File: config.mk
export PLATFORM = sky130hd
export DESIGN_NAME = iter_muldiv
export DESIGN_NICKNAME = d
export VERILOG_FILES = /design/src/rtl/mdu_pkg.sv /design/src/rtl/mdu_divstep.sv /design/src/rtl/iter_muldiv.sv
export SDC_FILE = /design/constraint.sdc
export NUM_CORES = 1
export LEC_CHECK = 0
export ABC_AREA = 1
export CAP_MARGIN = 5
export CORE_UTILIZATION = 45
export DETAILED_ROUTE_END_ITERATION = 7
export REMOVE_ABC_BUFFERS = 1
export SETUP_SLACK_MARGIN = 0.02
export SYNTH_ARGS = -nofsm -noshare
export SYNTH_HDL_FRONTEND = slang
export SYNTH_SLANG_ARGS = --single-unit
File: constraint.sdc
create_clock -name clk -period 10.43 [get_ports clk]
set_input_delay 2.086 -clock clk [delete_from_list [all_inputs] [get_ports clk]]
set_output_delay 2.086 -clock clk [all_outputs]
set_load 0.1 [all_outputs]
File: src/rtl/mdu_pkg.sv
// Shared types and helpers for the iterative multiply/divide unit.
package mdu_pkg;

    typedef enum logic {
        MDU_MUL = 1'b0,
        MDU_DIV = 1'b1
    } mdu_op_t;

    typedef enum logic [1:0] {
        IDLE = 2'd0,
        RUN  = 2'd1,
        FIX  = 2'd2
    } mdu_state_t;

    // Number of RUN cycles needed to retire data_w bits at step bits per cycle.
    function automatic int iter_count(input int data_w, input int step);
        return data_w / step;
    endfunction

endpackage

File: src/rtl/mdu_divstep.sv
// One combinational restoring-division step: shift in a dividend bit, trial-subtract
// the divisor and keep the difference only when it does not go negative.
module mdu_divstep #(
    parameter int DATA_W = 32
) (
    input  logic [DATA_W-1:0] rem_i,
    input  logic              bit_i,
    input  logic [DATA_W-1:0] div_i,
    output logic [DATA_W-1:0] rem_o,
    output logic              q_o
);

    logic [DATA_W:0] shifted;
    logic [DATA_W:0] trial;

    // rem_i < div_i always holds, so the top bit of trial is a clean borrow flag.
    always_comb begin
        shifted = {rem_i, bit_i};
        trial   = shifted - {1'b0, div_i};
        q_o     = ~trial[DATA_W];
        rem_o   = q_o ? trial[DATA_W-1:0] : shifted[DATA_W-1:0];
    end

endmodule

File: src/rtl/iter_muldiv.sv
// Multi-cycle multiply/divide unit owning HI/LO: shift-add multiply, restoring divide,
// magnitude arithmetic with a final sign-fix cycle.
module iter_muldiv
    import mdu_pkg::*;
#(
    parameter int DATA_W   = 32,
    parameter int MUL_STEP = 2,
    parameter int DIV_STEP = 1
) (
    input  logic              clk,
    input  logic              rst_n,
    input  logic              start,
    input  mdu_op_t           op,
    input  logic              sign,
    input  logic [DATA_W-1:0] src_a,
    input  logic [DATA_W-1:0] src_b,
    input  logic              flush,
    input  logic              hi_we,
    input  logic              lo_we,
    input  logic [DATA_W-1:0] wdata,
    output logic              busy,
    output logic              done,
    output logic              dbz,
    output logic [DATA_W-1:0] hi,
    output logic [DATA_W-1:0] lo
);

    localparam int MUL_N = iter_count(DATA_W, MUL_STEP);
    localparam int DIV_N = iter_count(DATA_W, DIV_STEP);
    localparam int CNT_W = $clog2(DATA_W + 1);

    if (DATA_W < 8 || (DATA_W % 2) != 0) begin : g_bad_data_w
        $error("iter_muldiv: DATA_W must be even and at least 8");
    end
    if ((DATA_W % MUL_STEP) != 0 || (DATA_W % DIV_STEP) != 0) begin : g_bad_step
        $error("iter_muldiv: MUL_STEP and DIV_STEP must divide DATA_W");
    end

    function automatic logic [DATA_W-1:0] magnitude(input logic [DATA_W-1:0] v, input logic s);
        return (s && v[DATA_W-1]) ? -v : v;
    endfunction

    mdu_state_t        state_q, state_d;
    mdu_op_t           op_q, op_d;
    logic              neg_res_q, neg_res_d;
    logic              neg_rem_q, neg_rem_d;
    logic              dz_q, dz_d;
    logic [CNT_W-1:0]  cnt_q, cnt_d;
    logic [DATA_W-1:0] opnd_q, opnd_d;
    logic [DATA_W-1:0] acc_hi_q, acc_hi_d;
    logic [DATA_W-1:0] acc_lo_q, acc_lo_d;
    logic [DATA_W-1:0] hi_q, hi_d;
    logic [DATA_W-1:0] lo_q, lo_d;
    logic              done_q, done_d;
    logic              dbz_q, dbz_d;

    logic              accept;
    logic              is_dz;
    logic              res_we;
    logic [DATA_W-1:0] mag_a, mag_b;

    logic [DATA_W+MUL_STEP-1:0] mul_sum;
    logic [2*DATA_W-1:0]        mul_shift;
    logic [2*DATA_W-1:0]        mul_mag;
    logic [2*DATA_W-1:0]        mul_res;
    logic [DATA_W-1:0]          res_hi, res_lo;

    logic [DATA_W-1:0]   rem_chain [DIV_STEP+1];
    logic [DIV_STEP-1:0] div_q;

    // Requests are only taken in IDLE and not while the previous done is still showing.
    assign accept = (state_q == IDLE) && start && !flush && !done_q;
    assign is_dz  = (op == MDU_DIV) && (src_b == '0);
    assign mag_a  = magnitude(src_a, sign);
    assign mag_b  = magnitude(src_b, sign);

    always_ff @(posedge clk or negedge rst_n) begin
        if (!rst_n) begin
            state_q <= IDLE;
        end else begin
            state_q <= state_d;
        end
    end

    always_comb begin
        state_d = state_q;
        if (flush) begin
            state_d = IDLE;
        end else begin
            unique case (state_q)
                IDLE:    if (accept) state_d = is_dz ? FIX : RUN;
                RUN:     if (cnt_q == '0) state_d = FIX;
                FIX:     state_d = IDLE;
                default: state_d = IDLE;
            endcase
        end
    end

    always_comb begin
        busy   = (state_q != IDLE);
        done_d = (state_q == FIX) && !flush;
        dbz_d  = (state_q == FIX) && !flush && dz_q;
        res_we = (state_q == FIX) && !flush && !dz_q;
    end

    // Multiply: add multiplicand x low multiplier bits into the upper half, then shift right.
    always_comb begin
        mul_sum = {{MUL_STEP{1'b0}}, acc_hi_q};
        for (int j = 0; j < MUL_STEP; j++) begin
            if (acc_lo_q[j]) begin
                mul_sum = mul_sum + ({{MUL_STEP{1'b0}}, opnd_q} << j);
            end
        end
        mul_shift = (2*DATA_W)'({mul_sum, acc_lo_q} >> MUL_STEP);
    end

    assign rem_chain[0] = acc_hi_q;

    for (genvar k = 0; k < DIV_STEP; k++) begin : g_div
        mdu_divstep #(.DATA_W(DATA_W)) u_divstep (
            .rem_i (rem_chain[k]),
            .bit_i (acc_lo_q[DATA_W-1-k]),
            .div_i (opnd_q),
            .rem_o (rem_chain[k+1]),
            .q_o   (div_q[DIV_STEP-1-k])
        );
    end

    // Sign fix: the remainder follows the dividend, the quotient/product the operand xor.
    always_comb begin
        mul_mag = {acc_hi_q, acc_lo_q};
        mul_res = neg_res_q ? -mul_mag : mul_mag;
        if (op_q == MDU_MUL) begin
            res_hi = mul_res[2*DATA_W-1:DATA_W];
            res_lo = mul_res[DATA_W-1:0];
        end else begin
            res_hi = neg_rem_q ? -acc_hi_q : acc_hi_q;
            res_lo = neg_res_q ? -acc_lo_q : acc_lo_q;
        end
    end

    always_comb begin
        op_d      = op_q;
        neg_res_d = neg_res_q;
        neg_rem_d = neg_rem_q;
        dz_d      = dz_q;
        cnt_d     = cnt_q;
        opnd_d    = opnd_q;
        acc_hi_d  = acc_hi_q;
        acc_lo_d  = acc_lo_q;
        if (accept) begin
            op_d      = op;
            neg_res_d = sign && (src_a[DATA_W-1] ^ src_b[DATA_W-1]);
            neg_rem_d = sign && src_a[DATA_W-1];
            dz_d      = is_dz;
            cnt_d     = (op == MDU_MUL) ? CNT_W'(MUL_N - 1) : CNT_W'(DIV_N - 1);
            opnd_d    = (op == MDU_MUL) ? mag_a : mag_b;
            acc_hi_d  = '0;
            acc_lo_d  = (op == MDU_MUL) ? mag_b : mag_a;
        end else if (state_q == RUN) begin
            cnt_d = cnt_q - CNT_W'(1);
            if (op_q == MDU_MUL) begin
                acc_hi_d = mul_shift[2*DATA_W-1:DATA_W];
                acc_lo_d = mul_shift[DATA_W-1:0];
            end else begin
                acc_hi_d = rem_chain[DIV_STEP];
                acc_lo_d = (acc_lo_q << DIV_STEP) | DATA_W'(div_q);
            end
        end
    end

    // A result write on the same edge overrides a direct MTHI/MTLO write.
    always_comb begin
        hi_d = hi_q;
        lo_d = lo_q;
        if (hi_we) hi_d = wdata;
        if (lo_we) lo_d = wdata;
        if (res_we) begin
            hi_d = res_hi;
            lo_d = res_lo;
        end
    end

    always_ff @(posedge clk or negedge rst_n) begin
        if (!rst_n) begin
            op_q      <= MDU_MUL;
            neg_res_q <= 1'b0;
            neg_rem_q <= 1'b0;
            dz_q      <= 1'b0;
            cnt_q     <= '0;
            opnd_q    <= '0;
            acc_hi_q  <= '0;
            acc_lo_q  <= '0;
            hi_q      <= '0;
            lo_q      <= '0;
            done_q    <= 1'b0;
            dbz_q     <= 1'b0;
        end else begin
            op_q      <= op_d;
            neg_res_q <= neg_res_d;
            neg_rem_q <= neg_rem_d;
            dz_q      <= dz_d;
            cnt_q     <= cnt_d;
            opnd_q    <= opnd_d;
            acc_hi_q  <= acc_hi_d;
            acc_lo_q  <= acc_lo_d;
            hi_q      <= hi_d;
            lo_q      <= lo_d;
            done_q    <= done_d;
            dbz_q     <= dbz_d;
        end
    end

    assign done = done_q;
    assign dbz  = dbz_q;
    assign hi   = hi_q;
    assign lo   = lo_q;

endmodule

* Word level (Yosys, flattened, before mapping)
Index checks and enable logic that the tools add are counted.
** Word-level totals
- Register bits :: 174
- Bits of input ports :: 104
- Output and inout bits :: 67
- Logic and storage cells :: 80
** Cells by class
- Add/sub/neg operators :: 9
- Equality and inequality tests :: 4
- Multiplexer cells :: 30
- Bitwise logic cells :: 3
- Reduce and logical (&&, ||, !) cells :: 21
** Operators with widths (count)
- 32-bit 2-to-1 mux :: 19
- 32-bit negation :: 4
- 34-bit 2-to-1 mux :: 2
- 64-bit 2-to-1 mux :: 1
- 64-bit negation :: 1
- 34-bit by 33-bit adder with 34-bit output :: 1
- 32-bit by 32-bit adder with 33-bit output :: 1
- 33-bit by 32-bit subtractor with 33-bit output :: 1
- 32-bit zero test :: 1
- 32-bit by 1-bit OR with 32-bit output :: 1
- 6-bit 2-to-1 mux :: 2
- 1-bit logical AND :: 10
- 2-bit 2-to-1 mux :: 4
- 2-bit nonzero test :: 4
- 6-bit zero test :: 1
- 3-bit inequality test (second input constant) :: 2
- 6-bit by 1-bit subtractor with 6-bit output (second input constant) :: 1
- 5-bit 2-to-1 mux :: 1
- 2-bit case mux with 2 select lines :: 1
- 1-bit zero test :: 3
- 2-bit by 1-bit equality test with 1-bit output (second input constant) :: 1
- 2-bit equality test (second input constant) :: 1
- 2-bit zero test :: 1
- 2-bit AND reduction :: 1
- 2 further kinds :: 2

* Logic depth before layout (Yosys ltp)
- Word-level depth :: 7
- Mapped depth :: 29
- Depth with buffers taken out :: 29

* By module
From an unflattened synthesis, not the netlist that was laid out.
** Unflattened totals
- Cell total of the unflattened synthesis :: 3743
- Area, all modules :: 21013.9 µm²
** Modules (own cells, without submodules)
- iter_muldiv :: times used 1, cells an instance 3063, area an instance 17863.4 µm², seq. area each 4354.2 µm²
- mdu_divstep :: times used 1, cells an instance 680, area an instance 3150.5 µm², seq. area each 0.0 µm²

* Least setup slack after synthesis
OpenSTA, ideal clock, no wires.
- Path type :: input to register
- Start :: input port src_a[0]
- End :: register acc_lo_q[28]
- Library setup time :: 127 ps
- Arrival time :: 3431 ps
- Data required time :: 10303 ps
- Setup slack :: 6872 ps
- Stages :: 12
- Buffers on the path :: 0
- Cell sequence :: inv_1 -> ha_1 -> nand3_1 -> nor2_1 -> nand2_1 -> nor2_1 -> nand3_1 -> nor3_1 -> nor3_1 -> nand2b_1 -> nand2_1 -> nand3b_1
** Between the ends
- Longest elaborated chain between the ends :: 4
** RTL lines
- from (decl) :: line iter_muldiv.sv:15 : input logic [DATA_W-1:0] src_a,
- 32-bit negation :: line iter_muldiv.sv:40 : return (s && v[DATA_W-1]) ? -v : v;
- 32-bit 2-to-1 mux :: line iter_muldiv.sv:40
- 32-bit 2-to-1 mux :: line iter_muldiv.sv:159 : acc_lo_d = (op == MDU_MUL) ? mag_b : mag_a;
- 32-bit 2-to-1 mux :: line iter_muldiv.sv:151 : if (accept) begin
- to (signal assigned) :: line iter_muldiv.sv:206 : acc_lo_q <= acc_lo_d;
- to (decl) :: line iter_muldiv.sv:51 : logic [DATA_W-1:0] acc_lo_q, acc_lo_d;
No other way between the ends.
A chain may end at the register's enable or synchronous reset.

* Final worst setup path
- Start :: input port flush
- End :: register acc_lo_q[8]
** Between the ends
- Longest elaborated chain between the ends :: 4
- Elaborated cells on any way between the ends :: 5
- Those cells by class :: 1 x mux; 4 x reduce/logical
** RTL lines
- from (decl) :: line iter_muldiv.sv:17 : input logic flush,
- 1-bit zero test * :: line iter_muldiv.sv:72 : assign accept = (state_q == IDLE) && start && !flush && !done_q;
- 1-bit logical AND * (2 in series) :: line iter_muldiv.sv:72
- 32-bit 2-to-1 mux or 2-bit nonzero test (tied branches)
Every way passes the cells marked *; elsewhere a longest branch is shown, timed or not.

==> out/qor.yml <==
min_path:
  hold_class: "flop to flop"
  worstHoldStart: "state_q[0]"
floorplanning:
  die_area_um2: 46800
  rows: 78
  die_x_um: 216
  ios: 171
  die_y_um: 216
  coreArea_um2: 45300
  initial_core_util: 0.456
detailed_routing:
  drc: 6
  viasPerCell: 5.90
  wl_per_cell_um: 22.5
  drt_iter0_drc: 3366
  num_vias: 25700
  final_antenna_net_count: 0
  dr.pass1.iters: 8
  drt_wl_total_um: 98000
clock_network:
  hold_buffers: 0
  cts_buffers: 17
  clk_path_buf_depth: 2
  cts_tree: "yes"
  cts_setup_buffers: 0
  h-tree-depth: 4
  clk_latency_ps: 470
  cts_resized: 0
  cts.sinks: 174
  cts-root-buf: "clkbuf_16"
  clk_pin_slew_ps: 80
logic_synthesis:
  synth_edf_count: 0
  synth_warnings: 0
  synth_ff_type: "dfrtp_1"
  seq_area_frac_synth: 0.211
  syn_avg_cell_area_um2: 5.68
  async_reset_ff_frac: 1.00
  syn_inst: 3638
  netlist-cell-type-count: 50
  synth-seq-cells: 174
  syn-cell-area_um2: 20700
global_routing:
  met2_usage: 0.616
  grt.met1_usage: 0.545
  grt_busiest_layer: "met2"
  overflow: 0
  antenna_found_initial: 5
  grt_pass1_vias: 23600
  grt_start_max_net_pins: 68
  use_met3: 0.0999
  grt.total_usage: 0.410
  grt_pass1_wl_um: 144000
place:
  place_area_um2: 22900
  pre_cts_ws_ps: 5160
  place.gp.congestion: 1.08
  io_buffers: 170
  dp_hpwl_um: 79600
timing:
  rsz0062_at_grt: "no"
  period_share: 0.479
  hold_slack_ps: 484
  tightest_slew_ps: 1200
  slew_headroom: 0.200
  skew_ps: 14.5
  setup_violations: 0
  setup_slack_ps: 5440
  min_period_ps: 4990
  report.final.slew_viol_count: 0
  fin_tns_setup_ps: 0
  max_clock_freq_ghz: 0.200
  final-hold-violation-count: 0
critical_path:
  rr_startpoint: "acc_hi_q[11]"
  end_kind: "flop"
  rrSetupSlack_ps: 5490
  crit_arrival_ps: 5410
  path_max_fanout: 59
  critPathMaxStageDelay_ps: 900
  crit_buf_inv: 6
  critPathRequiredTime_ps: 10850
  critPathLaunch: "flush"
  crit_family: "buffers and inverters"
  cp_slowest_cell: "clkinv_1"
  cp_cell_sequence: "clkdlybuf4s50_1 -> inv_1 -> nand2_1 -> nor3_4 -> buf_4 -> nor2_4 -> buf_4 -> clkinv_1 -> o21ai_0 -> a221oi_1 -> nand2_1 -> o21ai_0 -> inv_1"
  critPathLaunchType: "primary input"
  path_class: "primary input to flop"
final_layout:
  final_common_cell: "nand2_1"
  layout.nets: 3958
  mostFrequentLayoutCells: "nand2_1, inv_1, nand3_1"
  area_delta_synth_final_pct: 14.0
  final_area_um2: 23500
  drive_gt1_frac: 0.0274
status:
  violations: "design-rule violations"
  outcome: "complete, but fails checks"
flow_run:
  cap_violations: 0
## logic make-up after synthesis
logic type,count (synthesis),share of synthesized area
flops,174,0.211
xor+xnor,90,0.0382
buf+inv,651,0.120
fa+ha+maj,106,0.0653
simple gates,2189,0.441
compound gates,428,0.125
## cell usage after synthesis, types with 8 or more instances
library cell	number	area, um2
a21oi_1	124	621
a221oi_1	17	149
a22oi_1	8	60.1
and2_1	25	156
buf_1	12	45.0
buf_2	18	90.1
clkbuf_1	78	293
dfrtp_1	174	4350
ha_1	103	1290
inv_1	533	2000
nand2_1	1314	4930
nand3_1	381	1910
nand3b_1	24	180
nand4_1	36	225
nor2_1	330	1240
nor3_1	37	185
o211ai_1	66	495
o21ai_0	147	736
o21bai_1	13	97.6
o221ai_1	18	158
or2_2	19	119
xnor2_1	29	254
xor2_1	61	534
## layer usage
layer	vias up	wire, um
met5	-	112
met1	11900	39400
li1	11800	-
met4	10	5290
met3	305	11600
met2	1669	41600
## through the flow
step                       util  cells
final                     0.520   4363
after global routing      0.520   4361
after CTS                 0.520   4361
after detailed placement  0.506   4329
after global placement    0.506   4329
after floorplan               -   3527
## state kept, by name, summed over array words and instances, names as in the netlist, 2 cells and up
signal	count
hi	32
acc_lo_q	32
state_q	2
opnd_q	32
cnt_q	6
lo	32
acc_hi_q	32
## cell type report
| class | count | area [um2] |
|---|---|---|
| clock inverter | 14 | 173 |
| sequential | 174 | 4360 |
| antenna | 2 | 5.00 |
| fill | 4827 | 21700 |
| inverter | 540 | 2030 |
| multi-input combinational | 2813 | 13900 |
| clock buffer | 18 | 439 |
| timing repair buffer | 202 | 1940 |
| tap | 600 | 751 |
## worst paths after layout
path	to	cells past startpoint
setup / recovery	acc_lo_q[8]	13
hold / removal	done	1
setup reg to reg	acc_hi_q[31]	21
hold reg to reg	done	1
max in group asynchronous	op_q	3
min in group asynchronous	lo[24]	1
Power is left out: the tool's default activity adds up to more than one toggle a clock period on the data nets, which glitch-free logic cannot reach.
